===== config.mk =====
export PLATFORM = sky130hd
export DESIGN_NAME = w_clk_module
export DESIGN_NICKNAME = d
export VERILOG_FILES = /design/src/rtl/fifo_pkg.sv /design/src/rtl/gray_ptr_counter.sv /design/src/rtl/two_ff_synchronizer.sv /design/src/rtl/w_clk_module.sv
export SDC_FILE = /design/constraint.sdc
export NUM_CORES = 1
export LEC_CHECK = 0
export CAP_MARGIN = 20
export CORE_MARGIN = 2
export CORE_UTILIZATION = 55
export CTS_BUF_LIST = sky130_fd_sc_hd__clkbuf_4
export DETAILED_ROUTE_END_ITERATION = 10
export DONT_BUFFER_PORTS = 1
export GPL_ROUTABILITY_DRIVEN = 0
export PLACE_DENSITY = 0.69
export SKIP_CTS_REPAIR_TIMING = 1
export SLEW_MARGIN = 25
export SYNTH_ARGS = -nofsm -noshare
export SYNTH_HDL_FRONTEND = slang
export SYNTH_SLANG_ARGS = --single-unit

===== constraint.sdc =====
create_clock -name w_clk -period 2.2 [get_ports w_clk]
set_clock_uncertainty 0.05 [all_clocks]
set_input_delay 0.22 -clock w_clk [delete_from_list [all_inputs] [get_ports w_clk]]
set_output_delay 0.22 -clock w_clk [all_outputs]
set_load 0.05 [all_outputs]

===== src/rtl/fifo_pkg.sv =====
// Shared async-FIFO definitions: default geometry and Gray/binary conversion helpers.
// Used by both the write-domain and read-domain pointer blocks.
package fifo_pkg;

    localparam int DEFAULT_ADDRESS_SIZE = 4;
    localparam int PTR_W                = DEFAULT_ADDRESS_SIZE + 1;

    // Helpers work on a zero-extended 32-bit container so one definition serves
    // any pointer width; callers pad on the way in and keep the low bits.
    localparam int MAX_PTR_W = 32;

    function automatic logic [MAX_PTR_W-1:0] bin2gray(input logic [MAX_PTR_W-1:0] b);
        return b ^ (b >> 1);
    endfunction

    function automatic logic [MAX_PTR_W-1:0] gray2bin(input logic [MAX_PTR_W-1:0] g);
        logic [MAX_PTR_W-1:0] b;
        b[MAX_PTR_W-1] = g[MAX_PTR_W-1];
        for (int i = MAX_PTR_W - 2; i >= 0; i--) begin
            b[i] = b[i+1] ^ g[i];
        end
        return b;
    endfunction

endpackage


===== src/rtl/gray_ptr_counter.sv =====
// Binary/Gray pointer register pair with increment enable.
// gnext is the Gray value the pointer takes on the coming edge.
module gray_ptr_counter
    import fifo_pkg::*;
#(
    parameter int WIDTH = PTR_W
) (
    input  logic             clk,
    input  logic             rst_n,
    input  logic             inc,
    output logic [WIDTH-1:0] bin,
    output logic [WIDTH-1:0] gray,
    output logic [WIDTH-1:0] gnext
);

    logic [WIDTH-1:0]     bin_q;
    logic [WIDTH-1:0]     bin_d;
    logic [WIDTH-1:0]     gray_q;
    logic [WIDTH-1:0]     gray_d;
    logic [MAX_PTR_W-1:0] gnext_wide;
    logic                 unused_gnext_hi;

    always_comb begin
        // Natural wrap modulo 2**WIDTH drives the extra MSB toggle.
        bin_d           = bin_q + WIDTH'(inc);
        gnext_wide      = bin2gray(MAX_PTR_W'(bin_d));
        gray_d          = gnext_wide[WIDTH-1:0];
        unused_gnext_hi = ^(gnext_wide >> WIDTH);
    end

    always_ff @(posedge clk or negedge rst_n) begin
        if (!rst_n) begin
            bin_q  <= '0;
            gray_q <= '0;
        end else begin
            bin_q  <= bin_d;
            gray_q <= gray_d;
        end
    end

    assign bin   = bin_q;
    assign gray  = gray_q;
    assign gnext = gray_d;

endmodule


===== src/rtl/two_ff_synchronizer.sv =====
// Two-stage flop synchronizer for a multi-bit Gray-coded bus.
// Only one bit changes per source update, so per-bit capture is safe.
module two_ff_synchronizer #(
    parameter int SYNCHRONIZER_SIZE = 5
) (
    input  logic                         clk,
    input  logic                         rst_n,
    input  logic [SYNCHRONIZER_SIZE-1:0] d_async,
    output logic [SYNCHRONIZER_SIZE-1:0] q_sync
);

    logic [SYNCHRONIZER_SIZE-1:0] stage1_q;
    logic [SYNCHRONIZER_SIZE-1:0] stage2_q;
    logic [SYNCHRONIZER_SIZE-1:0] stage1_d;
    logic [SYNCHRONIZER_SIZE-1:0] stage2_d;

    always_comb begin
        stage1_d = d_async;
        stage2_d = stage1_q;
    end

    always_ff @(posedge clk or negedge rst_n) begin
        if (!rst_n) begin
            stage1_q <= '0;
            stage2_q <= '0;
        end else begin
            stage1_q <= stage1_d;
            stage2_q <= stage2_d;
        end
    end

    assign q_sync = stage2_q;

endmodule


===== src/rtl/w_clk_module.sv =====
// Write-domain pointer/flag logic of the async FIFO.
// Optional registered almost-full output under macro W_ALMOST_FULL_EN.
module w_clk_module
    import fifo_pkg::*;
#(
    parameter int ADDRESS_SIZE          = DEFAULT_ADDRESS_SIZE,
    parameter int MEMORY_DEPTH          = 16,
    parameter int ALMOST_FULL_THRESHOLD = 2
) (
    input  logic                  w_clk,
    input  logic                  wrst_n,
    input  logic                  w_en,
    input  logic [ADDRESS_SIZE:0] r_ptr,
    output logic [ADDRESS_SIZE:0] w_ptr,
    output logic [ADDRESS_SIZE-1:0] w_addr,
    output logic                  w_mem_en,
    output logic                  w_full
`ifdef W_ALMOST_FULL_EN
    ,
    output logic                  w_almost_full
`endif
);

    localparam int PW = ADDRESS_SIZE + 1;

    generate
        if (ADDRESS_SIZE < 2 || MEMORY_DEPTH != (1 << ADDRESS_SIZE) ||
            ALMOST_FULL_THRESHOLD < 0 || ALMOST_FULL_THRESHOLD > MEMORY_DEPTH) begin : g_bad_cfg
            $error("w_clk_module: inconsistent ADDRESS_SIZE/MEMORY_DEPTH/ALMOST_FULL_THRESHOLD");
        end
    endgenerate

    logic          w_accept;
    logic [PW-1:0] w_bin;
    logic [PW-1:0] w_gnext;
    logic [PW-1:0] wq2_rptr;
    logic [PW-1:0] full_match;
    logic          w_full_q;
    logic          w_full_d;

    assign w_accept = w_en & ~w_full_q;

    gray_ptr_counter #(
        .WIDTH (PW)
    ) u_wptr (
        .clk   (w_clk),
        .rst_n (wrst_n),
        .inc   (w_accept),
        .bin   (w_bin),
        .gray  (w_ptr),
        .gnext (w_gnext)
    );

    two_ff_synchronizer #(
        .SYNCHRONIZER_SIZE (PW)
    ) u_rptr_sync (
        .clk     (w_clk),
        .rst_n   (wrst_n),
        .d_async (r_ptr),
        .q_sync  (wq2_rptr)
    );

    // Full when the next write pointer has lapped the read pointer exactly once.
    always_comb begin
        full_match = {~wq2_rptr[PW-1:PW-2], wq2_rptr[PW-3:0]};
        w_full_d   = (w_gnext == full_match);
    end

    always_ff @(posedge w_clk or negedge wrst_n) begin
        if (!wrst_n) begin
            w_full_q <= 1'b0;
        end else begin
            w_full_q <= w_full_d;
        end
    end

    assign w_full   = w_full_q;
    assign w_addr   = w_bin[ADDRESS_SIZE-1:0];
    // Held low while reset is asserted so no stray memory write lands at address 0.
    assign w_mem_en = w_accept & wrst_n;

`ifdef W_ALMOST_FULL_EN
    localparam logic [PW-1:0] AF_LEVEL = PW'(MEMORY_DEPTH - ALMOST_FULL_THRESHOLD);

    logic [PW-1:0]        w_bnext;
    logic [MAX_PTR_W-1:0] rbin_wide;
    logic [PW-1:0]        wq2_rbin;
    logic [PW-1:0]        occupancy;
    logic                 unused_rbin_hi;
    logic                 w_almost_full_q;
    logic                 w_almost_full_d;

    always_comb begin
        w_bnext         = w_bin + PW'(w_accept);
        rbin_wide       = gray2bin(MAX_PTR_W'(wq2_rptr));
        wq2_rbin        = rbin_wide[PW-1:0];
        unused_rbin_hi  = ^(rbin_wide >> PW);
        occupancy       = w_bnext - wq2_rbin;
        w_almost_full_d = (occupancy >= AF_LEVEL);
    end

    always_ff @(posedge w_clk or negedge wrst_n) begin
        if (!wrst_n) begin
            w_almost_full_q <= 1'b0;
        end else begin
            w_almost_full_q <= w_almost_full_d;
        end
    end

    assign w_almost_full = w_almost_full_q;
`endif

endmodule

# Word-level counts from Yosys, hierarchy flattened
# Index checks and enable logic that the tools add are counted.
[word_totals]
reg_bits = 21
wordCells = 12
in_bits = 8
out_inout_bits = 11
[op_classes]
eq_ne = 1
addsub = 1
n_bitwise = 5
[op_table]
columns = ["cell", "n"]
rows = [
  ["$add A5 B1 Y5", 1],
  ["$eq A5 B5 Y1", 1],
  ["$xor A5 B4 Y5", 1],
  ["$and A1 B1 Y1", 2],
  ["$not A2 Y2", 1],
  ["$not A1 Y1", 1],
]

# Longest topological paths before layout
[logic_depth]
depth_word = 5
mapped_depth = 7
depth_no_buf = 7

# Cells and area by module
# From an unflattened synthesis, not the netlist that was laid out.
[unflattened]
cells_unflattened = 49
hier_area_um2 = 732.0
[by_module_without_submodules]
columns = ["module", "cells_each", "area_each_um2", "n_inst"]
rows = [
  ["gray_ptr_counter", 29, 385.4, 1],
  ["two_ff_synchronizer", 10, 250.2, 1],
  ["w_clk_module", 10, 96.3, 1],
]

# Least setup slack after synthesis
# No wires, ideal clock.
[synth_timing]
path_kind = "register -> register"
start = "register w_full_q, in the netlist w_full"
end = "register w_full_q, in the netlist w_full"
synth_period_minus_slack_ns = 2.127
slack_ns = 0.073
t_arrival_ns = 1.976
setup_ns = 0.101
required_ns = 2.049
path_stages_with_launch = 8
n_path_buf = 0
cell_sequence = "dfrtp_1 -> nor2b_1 -> ha_1 -> ha_1 -> xor2_1 -> xnor2_1 -> mux2i_1 -> nor4_1"
[synth_via]
elab_chain_len = 5
[synth_lines]
columns = ["item", "line", "rtl"]
rows = [
  ["from (decl)", "w_clk_module.sv:38", "logic w_full_q;"],
  ["from (signal assigned)", "w_clk_module.sv:73", "w_full_q <= w_full_d;"],
  ["$not A1 Y1", "w_clk_module.sv:41", "assign w_accept = w_en & ~w_full_q;"],
  ["$and A1 B1 Y1", "w_clk_module.sv:41", ""],
  ["$add A5 B1 Y5", "gray_ptr_counter.sv:25", "bin_d = bin_q + WIDTH'(inc);"],
  ["via u_wptr.bin_d[2]", "gray_ptr_counter.sv:17", "logic [WIDTH-1:0] bin_d;"],
  ["$xor A5 B4 Y5", "fifo_pkg.sv:13", "return b ^ (b >> 1);"],
  ["$eq A5 B5 Y1", "w_clk_module.sv:66", "w_full_d = (w_gnext == full_match);"],
  ["via w_full_d", "w_clk_module.sv:39", "logic w_full_d;"],
]
# The timed path passes the listed nets, and every way through them passes these cells.

# Final worst setup path
# Ends and elaborated chain as after synthesis.

==> impl_metrics.env <==
export IMPL_dieArea_sq_um=1650
export IMPL_insertion_delay_ps=280
export IMPL_cp_arrival_ps=2150
export IMPL_clock_path_buffers=2
export IMPL_synth_nets=58
export IMPL_syn_avg_cell_area_sq_um=15.4
export IMPL_rsz0062_at_grt="false"
export IMPL_period_share_pct=91.8
export IMPL_wl_per_cell_um=14.5
export IMPL_grt_max_degree=22
export IMPL_overflow=0
export IMPL_firstDrtPassIters=1
export IMPL_crit_required_ps=2330
export IMPL_grt_pass1_vias=353
export IMPL_synth_top_area_share_pct=67.8
export IMPL_antenna_left=0
export IMPL_cpMaxStageDelayCell="dfrtp_1"
export IMPL_postSynthCellCount=48
export IMPL_layout_min_cycle_time_ps=2020
export IMPL_gr_usage_met2_pct=25.0
export IMPL_use_met3_pct=4.89
export IMPL_synth_commonest_cells="20 x dfrtp_1, 7 x xnor2_1, 6 x xor2_1"
export IMPL_fin_area_sq_um=896
export IMPL_antenna_found_initial=0
export IMPL_vias_per_cell=5.12
export IMPL_n_antenna_cell=0
export IMPL_fp_dieH_um=40.6
export IMPL_criticalPathCategory="flop to flop"
export IMPL_drcViolationCount=0
export IMPL_synth_edf_count=0
export IMPL_grt_busiest_layer="met2"
export IMPL_tightest_slew_ps=870
export IMPL_hold_viol=0
export IMPL_ys_dominant_reg_cell="dfrtp_1"
export IMPL_cts_tree="built"
export IMPL_num_io_pins=19
export IMPL_post_dp_hpwl_um=730
export IMPL_setup_viol=0
export IMPL_timing_fmax_mhz=495
export IMPL_max_slew_margin_pct=41.8
export IMPL_drtIter0Drc=0
export IMPL_die_x_um=40.6
export IMPL_coreArea_sq_um=1270
export IMPL_syn_area_sq_um=738
export IMPL_synth_top_area_cell="dfrtp_1"
export IMPL_port_buffers=0
export IMPL_area_growth_pct=21.4
export IMPL_grt_pass1_wl_mm=1.52
export IMPL_path_cells="nor2b_1 > ha_2 > ha_2 > xor2_2 > xnor2_1 > mux2i_1 > nor4_2"
export IMPL_cap_viol_max_count=0
export IMPL_async_flop_share_pct=100
export IMPL_wl_mm=1.12
export IMPL_cts_root_buffer="clkbuf_4"
export IMPL_htree_num_levels=1
export IMPL_path_delay_family="adder cells"
export IMPL_status="finished clean"
export IMPL_crit_fanout=5
export IMPL_track_usage_pct=15.3
export IMPL_numClockSinks=20
export IMPL_drive_gt1_share_pct=24.2
export IMPL_slowest_delay_ps=400
export IMPL_fin_nets=74
export IMPL_fin_util_pct=70.6
export IMPL_worst_setup_path_start_kind="flop"
export IMPL_dpl_cell_area_sq_um=795
export IMPL_synth_most_common_cell="dfrtp_1"
export IMPL_met1_usage_pct=17.2
export IMPL_vias=394
export IMPL_synth_cell_types=16
export IMPL_yosys_warnings=0
export IMPL_slew_viol_final=0
export IMPL_min_path_type="input port to flop"
export IMPL_synth_top_cells_by_area="dfrtp_1 68%, xnor2_1 8.3%, xor2_1 7.1%"
export IMPL_crit_buf_inv=0
export IMPL_start_util_pct=58.2
export IMPL_std_cell_rows=13
export IMPL_cts_buffers=3
export IMPL_ys_seq_elements=20
export IMPL_synth_seq_area_share_pct=67.8
export IMPL_cp_end_kind="flop"
export IMPL_clkTransAtPathRegs_ps=90
export IMPL_cpMostUsedCell="ha_2"
state kept, by name, summed over array words and instances (netlist names):
register,cells
u_rptr_sync.q_sync,5
u_rptr_sync.stage1_q,5
u_wptr.bin,5
u_wptr.gray,4
w_full,1
metal layers:
layer	routed length, um	up-vias	share of wire (%)
met3	63	0	5.6
met5	0	-	0
li1	-	187	-
met4	0	0	0
met2	608	15	54
met1	447	192	40
worst reg2reg max path, stage by stage, from the launching register on:
cell and delay [ps]:
dfrtp_1 400, nor2b_1 170, ha_2 250, ha_2 260, xor2_2 230, xnor2_1 160, mux2i_1 100, nor4_2 300
cell type report:
type | count | area (sq um)
clock buffers | 3 | 22.5
fillers | 90 | 373
well taps | 15 | 18.8
repair buffers | 11 | 97.6
flip-flops and latches | 20 | 500
multi-input cells | 28 | 256
cells in the final DEF, fill, tap and decap left out:
cell type      synthesis  layout
mux2i_1                1       1
xor2_2                 0       1
o22ai_1                1       1
nand3_1                1       1
clkbuf_4               0       3
nor4_2                 0       1
a21boi_2               1       1
a21boi_0               1       1
nor2b_1                1       1
ha_2                   0       2
xnor2_1                7       7
dlygate4sd3_1          0       6
xor2_1                 6       5
and2_1                 2       2
and3_2                 1       1
xnor2_2                1       1
buf_4                  0       5
dfrtp_1               20      20
nor2_1                 1       1
nand4_1                1       1
through the flow:
step           worst slack, ps  hold WS (ps)  cells  setup TNS [ps]
2_1_floorplan             72.7          -126     48               0
3_3_place_gp              96.9          -125     68               0
3_5_place_dp              46.1          -125     68               0
4_1_cts                  -24.2          -455     71           -24.2
5_1_grt                   4.37           303     77               0
6_report                   181           289     77               0
final timing paths:
path                                          from                     to  slack [ps]  depth (start not counted)
max reg2reg                                 w_full                 w_full         180                          7
max                                         w_full                 w_full         180                          7
min in group asynchronous                   wrst_n          u_wptr.bin[2]         440                          1
max in group asynchronous                   wrst_n          u_wptr.bin[4]        1130                          1
min                                           w_en          u_wptr.bin[0]         290                          2
min reg2reg                u_rptr_sync.stage1_q[2]  u_rptr_sync.q_sync[2]         310                          0
cell families after synthesis:
kind of cell             synth area share [%]
flip-flops                               67.8
XOR/XNOR                                 17.6
AND/OR/NAND/NOR                          6.44
AO/OA/AOI/OAI                            3.39
adder cells (fa/ha/maj)                  3.39
multiplexers                             1.36
Power is left out: the tool's default activity adds up to more than one toggle a clock period on the data nets, which glitch-free logic cannot reach.
